--- src/rtl/ikbd_uart.sv ---
// ikbd_uart: keyboard-controller end of the IKBD serial link.
// Full-duplex 8N1 UART. TX is fed from a 2^FIFO_ADDR_BITS entry FIFO; RX
// delivers single bytes with a valid/ack handshake and a sticky overrun flag.
// Optional: define IKBD_UART_TWO_STOP_EN to stretch the TX stop bit to two
// bit times (8N2 on TX). RX accepts any stop/idle length in both builds.
module ikbd_uart #(
    parameter int CLK_DIV        = 1024,
    parameter int FIFO_ADDR_BITS = 4
) (
    input  logic       clk,
    input  logic       reset,
    input  logic [7:0] tx_data,
    input  logic       tx_strobe,
    output logic       tx_full,
    output logic       tx_idle,
    output logic       serial_out,
    input  logic       serial_in,
    output logic [7:0] rx_data,
    output logic       rx_valid,
    input  logic       rx_ack,
    output logic       rx_overrun,
    output logic       rx_frame_err
);

    localparam int DEPTH = 1 << FIFO_ADDR_BITS;
`ifdef IKBD_UART_TWO_STOP_EN
    localparam int STOP_CYCLES = 2 * CLK_DIV;
`else
    localparam int STOP_CYCLES = CLK_DIV;
`endif
    localparam int CW = $clog2(2 * CLK_DIV);
    localparam logic [CW-1:0] BIT_LAST  = CW'(CLK_DIV - 1);
    localparam logic [CW-1:0] HALF_LAST = CW'(CLK_DIV / 2 - 1);
    localparam logic [CW-1:0] STOP_LAST = CW'(STOP_CYCLES - 1);
    localparam logic [FIFO_ADDR_BITS:0] FIFO_FULL_CNT = (FIFO_ADDR_BITS + 1)'(DEPTH);

    typedef enum logic [1:0] {TX_IDLE, TX_START, TX_DATA, TX_STOP} tx_state_t;
    typedef enum logic [2:0] {RX_IDLE, RX_START, RX_DATA, RX_STOP, RX_BREAK} rx_state_t;

    tx_state_t tx_state, tx_next;
    rx_state_t rx_state, rx_next;

    logic [7:0]                fifo_mem [DEPTH];
    logic [FIFO_ADDR_BITS-1:0] wr_ptr, rd_ptr;
    logic [FIFO_ADDR_BITS:0]   fifo_count;
    logic                      fifo_empty, fifo_push, fifo_pop;

    logic [CW-1:0] tx_cnt;
    logic [2:0]    tx_bit;
    logic [7:0]    tx_shift;

    logic          rx_sync1, rx_sync2;
    logic [CW-1:0] rx_cnt;
    logic [2:0]    rx_bit;
    logic [7:0]    rx_shift;
    logic          rx_done, rx_bad;

    // A full FIFO refuses writes even when a pop happens on the same edge.
    assign tx_full    = (fifo_count == FIFO_FULL_CNT);
    assign fifo_empty = (fifo_count == '0);
    assign fifo_push  = tx_strobe && !tx_full;
    assign fifo_pop   = (tx_state == TX_IDLE) && !fifo_empty;
    assign tx_idle    = (tx_state == TX_IDLE) && fifo_empty;

    // FIFO storage; written only on accepted strobes.
    always_ff @(posedge clk) begin
        if (fifo_push) fifo_mem[wr_ptr] <= tx_data;
    end

    // FIFO pointers and occupancy; pointers wrap naturally at DEPTH.
    always_ff @(posedge clk) begin
        if (reset) begin
            wr_ptr     <= '0;
            rd_ptr     <= '0;
            fifo_count <= '0;
        end else begin
            if (fifo_push) wr_ptr <= wr_ptr + 1'b1;
            if (fifo_pop)  rd_ptr <= rd_ptr + 1'b1;
            case ({fifo_push, fifo_pop})
                2'b10:   fifo_count <= fifo_count + 1'b1;
                2'b01:   fifo_count <= fifo_count - 1'b1;
                default: fifo_count <= fifo_count;
            endcase
        end
    end

    // TX state register.
    always_ff @(posedge clk) begin
        if (reset) tx_state <= TX_IDLE;
        else       tx_state <= tx_next;
    end

    // TX next-state: each state ends when its bit-time counter expires.
    always_comb begin
        tx_next = tx_state;
        case (tx_state)
            TX_IDLE:  if (!fifo_empty) tx_next = TX_START;
            TX_START: if (tx_cnt == BIT_LAST) tx_next = TX_DATA;
            TX_DATA:  if (tx_cnt == BIT_LAST && tx_bit == 3'd7) tx_next = TX_STOP;
            TX_STOP:  if (tx_cnt == STOP_LAST) tx_next = TX_IDLE;
            default:  tx_next = TX_IDLE;
        endcase
    end

    // TX datapath: bit timer, shift register and the registered line driver.
    always_ff @(posedge clk) begin
        if (reset) begin
            serial_out <= 1'b1;
            tx_cnt     <= '0;
            tx_bit     <= '0;
        end else begin
            case (tx_state)
                TX_IDLE: begin
                    tx_cnt <= '0;
                    tx_bit <= '0;
                    if (fifo_pop) begin
                        tx_shift   <= fifo_mem[rd_ptr];
                        serial_out <= 1'b0;
                    end else begin
                        serial_out <= 1'b1;
                    end
                end
                TX_START: begin
                    if (tx_cnt == BIT_LAST) begin
                        tx_cnt     <= '0;
                        serial_out <= tx_shift[0];
                    end else begin
                        tx_cnt <= tx_cnt + 1'b1;
                    end
                end
                TX_DATA: begin
                    if (tx_cnt == BIT_LAST) begin
                        tx_cnt     <= '0;
                        tx_bit     <= tx_bit + 1'b1;
                        tx_shift   <= {1'b0, tx_shift[7:1]};
                        serial_out <= (tx_bit == 3'd7) ? 1'b1 : tx_shift[1];
                    end else begin
                        tx_cnt <= tx_cnt + 1'b1;
                    end
                end
                default: begin
                    serial_out <= 1'b1;
                    tx_cnt     <= (tx_cnt == STOP_LAST) ? '0 : tx_cnt + 1'b1;
                end
            endcase
        end
    end

    // Two-flop synchronizer for the asynchronous RX line (idles high).
    always_ff @(posedge clk) begin
        if (reset) begin
            rx_sync1 <= 1'b1;
            rx_sync2 <= 1'b1;
        end else begin
            rx_sync1 <= serial_in;
            rx_sync2 <= rx_sync1;
        end
    end

    // RX state register.
    always_ff @(posedge clk) begin
        if (reset) rx_state <= RX_IDLE;
        else       rx_state <= rx_next;
    end

    // RX next-state and stop-bit verdict; samples are taken at mid-bit.
    always_comb begin
        rx_next = rx_state;
        rx_done = 1'b0;
        rx_bad  = 1'b0;
        case (rx_state)
            RX_IDLE:  if (!rx_sync2) rx_next = RX_START;
            RX_START: if (rx_cnt == HALF_LAST) rx_next = rx_sync2 ? RX_IDLE : RX_DATA;
            RX_DATA:  if (rx_cnt == BIT_LAST && rx_bit == 3'd7) rx_next = RX_STOP;
            RX_STOP: begin
                if (rx_cnt == BIT_LAST) begin
                    if (rx_sync2) begin
                        rx_next = RX_IDLE;
                        rx_done = 1'b1;
                    end else begin
                        rx_next = RX_BREAK;
                        rx_bad  = 1'b1;
                    end
                end
            end
            RX_BREAK: if (rx_sync2) rx_next = RX_IDLE;
            default:  rx_next = RX_IDLE;
        endcase
    end

    // RX datapath: half-bit then full-bit timing, LSB-first shift in.
    always_ff @(posedge clk) begin
        if (reset) begin
            rx_cnt <= '0;
            rx_bit <= '0;
        end else begin
            case (rx_state)
                RX_START: rx_cnt <= (rx_cnt == HALF_LAST) ? '0 : rx_cnt + 1'b1;
                RX_DATA: begin
                    if (rx_cnt == BIT_LAST) begin
                        rx_cnt   <= '0;
                        rx_bit   <= rx_bit + 1'b1;
                        rx_shift <= {rx_sync2, rx_shift[7:1]};
                    end else begin
                        rx_cnt <= rx_cnt + 1'b1;
                    end
                end
                RX_STOP: rx_cnt <= (rx_cnt == BIT_LAST) ? '0 : rx_cnt + 1'b1;
                default: begin
                    rx_cnt <= '0;
                    rx_bit <= '0;
                end
            endcase
        end
    end

    // Consumer handshake: an ack frees the holding register in the same edge
    // a new byte lands; otherwise a new byte against a full holder is dropped.
    always_ff @(posedge clk) begin
        if (reset) begin
            rx_data      <= '0;
            rx_valid     <= 1'b0;
            rx_overrun   <= 1'b0;
            rx_frame_err <= 1'b0;
        end else begin
            rx_frame_err <= rx_bad;
            if (rx_done && (!rx_valid || rx_ack)) begin
                rx_data  <= rx_shift;
                rx_valid <= 1'b1;
            end else if (rx_ack) begin
                rx_valid <= 1'b0;
            end
            if (rx_ack)                   rx_overrun <= 1'b0;
            else if (rx_done && rx_valid) rx_overrun <= 1'b1;
        end
    end

endmodule

--- config.mk ---
export PLATFORM = sky130hd
export DESIGN_NAME = ikbd_uart
export DESIGN_NICKNAME = d
export VERILOG_FILES = /design/src/rtl/ikbd_uart.sv
export SDC_FILE = /design/constraint.sdc
export NUM_CORES = 1
export LEC_CHECK = 0
export ABC_AREA = 1
export CORE_MARGIN = 2
export CORE_UTILIZATION = 30
export DETAILED_ROUTE_END_ITERATION = 12
export MAX_ROUTING_LAYER = met4
export RECOVER_POWER = 50
export SLEW_MARGIN = 20
export SYNTH_ARGS = -nofsm -noshare
export SYNTH_HDL_FRONTEND = slang
export SYNTH_SLANG_ARGS = --single-unit
--- constraint.sdc ---
create_clock -name clk -period 4.6 [get_ports clk]
set_input_delay 0.46 -clock clk [delete_from_list [all_inputs] [get_ports clk]]
set_output_delay 0.46 -clock clk [all_outputs]
set_load 0.02 [all_outputs]
==> results of run 1 <==
[sequential cells by signal, indices dropped and copies added, names as in the netlist, 2 cells and up, named ones only]
name        count
rd_ptr          4
fifo_count      5
rx_bit          3
fifo_mem      128
rx_data         8
rx_shift        8
tx_shift        8
tx_cnt         11
rx_cnt         11
tx_bit          3
rx_state        3
wr_ptr          4
tx_state        2
[power by group]
group / internal, mW / switching, mW / total (mW)
Clock: 1.16 / 0.735 / 1.89
Combinational: 0.360 / 0.787 / 1.15
Sequential: 2.16 / 0.0827 / 2.24
Total: 3.67 / 1.60 / 5.28
[through the flow]
| stage | util [%] | power [mW] |
|---|---|---|
| final | 35.6 | 5.28 |
| after global routing | 35.6 | 5.58 |
| after CTS | 35.8 | 5.35 |
| after detailed placement | 32.9 | 3.44 |
| after global placement | 32.9 | 3.43 |
| after floorplan | - | 3.09 |
[kinds of logic (layout without fill, tap and decap cells)]
| group | count (synthesis) | count (layout) | share of synthesized area, % |
|---|---|---|---|
| compound gates | 173 | 173 | 11.7 |
| buf+inv | 83 | 126 | 3.67 |
| fa+ha+maj | 18 | 18 | 2.65 |
| simple gates | 294 | 294 | 14.9 |
| xor+xnor | 12 | 12 | 1.23 |
| flops | 208 | 208 | 65.9 |
[cells in the mapped netlist (3+ instances only)]
master | number | area share [%]
clkbuf_1 | 27 | 1.2
a31oi_1 | 7 | 0.51
nand2_1 | 67 | 3.0
dfxtp_1 | 64 | 15
o221ai_1 | 19 | 2.0
edfxtp_1 | 144 | 51
o21ai_0 | 91 | 5.4
nand3_1 | 39 | 2.3
ha_1 | 18 | 2.6
o22ai_1 | 13 | 0.96
inv_2 | 3 | 0.13
nor3_1 | 4 | 0.24
nor2_1 | 154 | 6.8
nand4_1 | 11 | 0.81
inv_1 | 51 | 2.2
xnor2_1 | 4 | 0.41
a21oi_1 | 35 | 2.1
nor2_2 | 3 | 0.22
or2_2 | 4 | 0.29
xor2_1 | 8 | 0.82
[critical path: stages, from the launching register on]
cell and delay [ns]:
dfxtp_1 0.34, ha_1 0.18, nand2_1 0.06, nor2_1 0.18
nand3_2 0.10, nor2_1 0.27, nand3_1 0.22, nor3_1 1.00
nand2_4 0.18, nand2_1 0.13, a21oi_1 0.07
[worst max path at each step]
stage	to	slack [ns]
floorplan	tx_shift[0]	2.28
global placement	tx_shift[2]	1.74
detailed placement	rx_shift[0]	1.71
CTS	tx_idle	1.77
global route	rx_data[5]	1.35
finish	rx_data[6]	1.71
[routing by layer]
layer	GRT usage [%]	up-vias	share of wire, %
li1	-	2846	-
met1	17.1	2777	46
met2	20.5	104	48
met3	1.95	28	4.3
met4	3.98	0	2.2
met5	-	-	0
[area by class of cell]
type,count,area (µm²),area share (%)
Timing Repair Buffer,29,279,2.81
Sequential cell,208,5610,56.5
Inverter,55,206,2.08
Multi-Input combinational cell,497,2560,25.8
Clock inverter,13,164,1.65
Clock buffer,29,638,6.43
Tap cell,378,473,4.77
==> results.md, run 1 <==
* Synth Warn # at 0
* Setup Fix Bufs, Post-CTS at 0
* Pre-antenna DRT Iters at 4
* Final Non-Filler Cells at 1209
* Detailed-route wire length at 18500 µm
* DIE HEIGHT at 172 µm
* Status: complete, no violations
* Max_cap viols at 0
* Static Leak at approximately 3.5 nW
* Reg2reg end: rx_data[6]
* Hpwl dp at roughly 12000 µm
* Most common cell after layout, fill and taps aside: nor2_1
* Die ar. at around 30000 µm²
* Largest net degree at the start of global routing at 65
* Most used DFF post-synth: edfxtp_1
* CP Launch Point: rx_cnt[0]
* GRT Total Usage at 12.9%
* Max transition margin at 15.3%
* Peak VDD IR at 0.287 mV
* # fillers at 2721
* Vias in the first global route at between 5000 and 6000
* Critical path class: flip-flop to flip-flop
* Final Cell Area at 9920 µm²
* FF-to-FF setup slack at 1.71 ns
* Syn_nets at ~820
* Final worst path period need at 2.89 ns
* Residual DRC count at 0
* P per Cell Area at 532 nW/µm²
* Overflow after GRT at 0
* Cell area after synthesis at 8510 µm²
* Core area at 27900 µm²
* Site Rows at 61
* Post-Synthesis Cells at between 700 and 800
* First-pass GRT wire length at about 29000 µm
* CTS Hold Bufs at 0
* Synth-to-Final Area Change at 16.6%
* Clock sinks at 208
* Worst hold slack at 0.408 ns
* Most frequent cells in the layout: 157 x nor2_1, 144 x edfxtp_1, 92 x o21ai_0, 68 x nand2_1, 63 x dfxtp_1
* Register area share after synthesis at 65.9%
* Number of distinct library cells after synthesis at 39
* Hold_sp: rx_sync1
* PnR worst setup slack at 1.71 ns
* Final Hold Fails at 0
* Nets at 845
* Vias at 5755
* Setup TNS at 0 ns
* Tcrit/Tclk final at 62.9%
* Placed instance area at slightly above 9000 µm²
* Worst-Margin Slew at between 1 and 1.5 ns
* Diode count at 0
* DR iter-0 viols at 423
* Initial core utilization at 30.6%
* Flops & latches, synth at 208
* Dpl ws at 1.71 ns
* Fin. max-slew vios at 0
* Ports at 27
* Max Clk Rate at 346 MHz
* CTS tree: done
* Via density at approximately 4.8
* Number of gates resized after CTS at 0
* Clk slew on worst S/H paths at 0.06 ns
* Max H-tree Level at 1
* CTS Root Cell: clkbuf_16
* Ratio of cells with drive above 1 in the final layout at 6.26%
* Final setup fails at 0
* Depth of the worst hold-timing path at 1
* Reg2reg start: rx_cnt[0]
* Post-synthesis async set-or-reset flop share at 0%
* Final ANT Viol Nets at 0
* Inst Count DP at 1167
* Worst R2R Path Depth at 10
* Chip width at 172 µm
* GP Congestion at 0.803
* CTS Buf Count at 23
* Synthesized area per cell at 10.8 µm²
* Drt wl/cell at 15.3 µm
* Count of input and output buffers at 26
* CP Max Fanout at 10
* Startpoint Class: flip-flop
* Hold WC Path Type: flip-flop to flip-flop
* Worst-skew pair later-pin latency at approximately 0.52 ns
* Number of flops mapped to enable cells by yosys at 144
* CTS Buffer Depth at 3
* Antenna violations before repair at 0
* Layout Skew at 0.0253 ns
* Hold Path Sink: rx_sync2
* CP Data Required Time at 4.96 ns
* CP endpoint kind: flip-flop
* RSZ-0062 raised after global routing: false
* Crit path DAT at 3.25 ns
No activity file was read; power rests on OpenSTA's default activity.
==> run 2, diff against run 1 <==
clock period = 2.85 ns   (was 4.6 ns; I/O delays follow)
==> run 2 against run 1 <==
Flip-flop and latch count unchanged. Non-clock buffer count up 8. Global-route usage up 0.54 points. Power up 59%. Cell count up 0.41%. Hold slack worse by 0.078 ns. Worst setup slack worse by 1.4 ns. Utilization about the same. Sequential power up 61%. Die area unchanged. First-iteration DRC count up 25%. Critical path type is now flip-flop to primary output. Highest routed layer unchanged.
==> results.md, run 2 (synthesis gave the netlist of run 1 again) <==
* Max Clk Rate at approximately 390 MHz
* Die ar. at 29700 µm² (unchanged)
* Worst hold slack at 0.330 ns (-0.0779 ns)
* Diode count at 0 (unchanged)
* Antenna violations before repair at 0 (unchanged)
* Final Hold Fails at 0 (unchanged)
* Crit path cell chain: inv_1 -> ha_1 -> inv_1 -> nor2_1 -> clkdlybuf4s50_1
* CP endpoint kind: primary output
* Max_cap viols at 0 (unchanged)
* Static Leak at 3.46 nW (+0.17%)
* RSZ-0062 raised after global routing: false
* Clk slew on worst S/H paths at 0.06 ns (about the same)
* Most frequent cells in the layout: 157 x nor2_1, 144 x edfxtp_1, 91 x o21ai_0, 68 x nand2_1, 63 x dfxtp_1
* Final ANT Viol Nets at 0 (unchanged)
* Via density at 4.93 (+3.5%)
* Most common cell after layout, fill and taps aside: nor2_1
* Count of input and output buffers at 26 (unchanged)
* GRT Total Usage at 13.4% (+0.54 points)
* Synth-to-Final Area Change at 16.5% (about the same)
* Worst-skew pair later-pin latency at 0.52 ns (about the same)
* Largest net degree at the start of global routing at 65 (unchanged)
* Final Non-Filler Cells at 1214 (+0.41%)
* Hold WC Path Type: input port to flip-flop
* Finished Core Util at 35.6% (about the same)
* Startpoint Class: flip-flop
* Tcrit/Tclk final at about 89%
* Inst Count DP at 1175 (+0.69%)
* Clock sinks at 208 (unchanged)
* Setup Fix Bufs, Post-CTS at 0 (unchanged)
* Most flops, register: fifo_mem
* Critical path class: flip-flop to primary output
* Max H-tree Level at 1 (unchanged)
* Final setup fails at 0 (unchanged)
* CP Data Required Time at 2.57 ns (-2.39 ns)
* Tot Pwr at 8.39 mW (+59%)
* Drt wl/cell at 15.8 µm (+3.8%)
* Ratio of cells with drive above 1 in the final layout at 6.82% (+0.56 points)
* Initial core utilization at 30.6% (unchanged)
* Chip width at 172 µm (unchanged)
* CP bufs+invs at 3 (+3)
* CTS Buffer Depth at 3 (unchanged)
* Delay-heaviest family, CP: buffers and inverters
* CTS Hold Bufs at 0 (unchanged)
* Crit-path max cell delay at 0.69 ns (-0.31 ns)
* Pre-antenna DRT Iters at 5 (+1)
* Vias at 5979 (+3.9%)
* Slowest stage cell, crit path: clkdlybuf4s50_1
* Max reg flops at 128 (unchanged)
* Site Rows at 61 (unchanged)
* P per Cell Area at 846 nW/µm² (+59%)
* Layout Skew at 0.0125 ns (-0.0128 ns)
* DIE HEIGHT at 172 µm (unchanged)
* Crit path DAT at 2.26 ns (-0.99 ns)
* DR iter-0 viols at 530 (+25%)
* GP Congestion at 0.849 (+5.8%)
* Met2 usage at 21.6% (+1.1 points)
* Peak VDD IR at 0.403 mV (+41%)
* Nets at 853 (+0.95%)
* Vias in the first global route at 5565 (+2.0%)
* Largest regs: fifo_mem x128, rx_cnt x11, tx_cnt x11
* Worst-Margin Slew at 1.18 ns (-0.0780 ns)
* Residual DRC count at 0 (unchanged)
* CTS Buf Count at 23 (unchanged)
* First-pass GRT wire length at 30200 µm (+3.0%)
* Gr busiest metal: met2
* Max transition margin at 21.2% (+5.8 points)
* Final worst path period need at 2.54 ns
* Detailed-route wire length at 19200 µm (+4.2%)
* Overflow after GRT at 0 (unchanged)
* Setup TNS at 0 ns (unchanged)
* Ports at 27 (unchanged)
* CTS tree: done
* Number of gates resized after CTS at 0 (unchanged)
* Met3 track demand over resource at 1.81% (-0.14 points)
* CTS Root Cell: clkbuf_16
* CP Max Fanout at 4 (-6)
* Status: complete, no violations
* GR Util met1 at 17.3% (+0.24 points)
* Hpwl dp at 12700 µm (+9.4%)
* Core area at 27900 µm² (unchanged)
* Most common cell on crit path: inv_1
* Fin. max-slew vios at 0 (unchanged)
## run 2: through the flow
stage                     instance area [µm²]  worst slack (ns)
final                                    9920             0.310
after floorplan                          8510             0.533
after CTS                                9950             0.231
after detailed placement                 9220             0.482
after global routing                     9920             0.130
after global placement                   9220             0.565
## run 2: worst register-to-register path: cells and delay by family (launching register included)
| family | cells | cell delay, ns |
|---|---|---|
| AO/OA/AOI/OAI | 1 | 0.06 |
| adder cells (fa/ha/maj) | 1 | 0.19 |
| flip-flops | 1 | 0.34 |
| AND/OR/NAND/NOR | 8 | 1.51 |
## run 2: worst paths after layout
kind          startpoint          to  slack, ns  cells past startpoint
max reg2reg    rx_cnt[0]  rx_data[7]       0.58                     10
max          tx_state[0]     tx_idle       0.31                      5
min reg2reg     rx_sync1    rx_sync2       0.42                      1
min            serial_in    rx_sync1       0.33                      2
## run 2: area by class of cell
| class | count | area, µm² |
|---|---|---|
| Inverter | 55 | 206 |
| Tap cell | 378 | 473 |
| Timing Repair Buffer | 37 | 339 |
| Fill cell | 2717 | 17900 |
| Clock inverter | 11 | 123 |
| Clock buffer | 28 | 604 |
| Multi-Input combinational cell | 497 | 2570 |
| Sequential cell | 208 | 5610 |
## run 2: routing by layer
metal,wire length [µm],vias to the layer above
met4,677,0
li1,-,2864
met2,9040,177
met5,0,-
met1,8620,2886
met3,898,52
## run 2: report_power, final
group | internal (mW) | total [mW] | switching [mW]
registers | 3.48 | 3.60 | 0.123
logic | 0.604 | 1.93 | 1.33
clock network | 1.69 | 2.85 | 1.16
total | 5.78 | 8.39 | 2.61
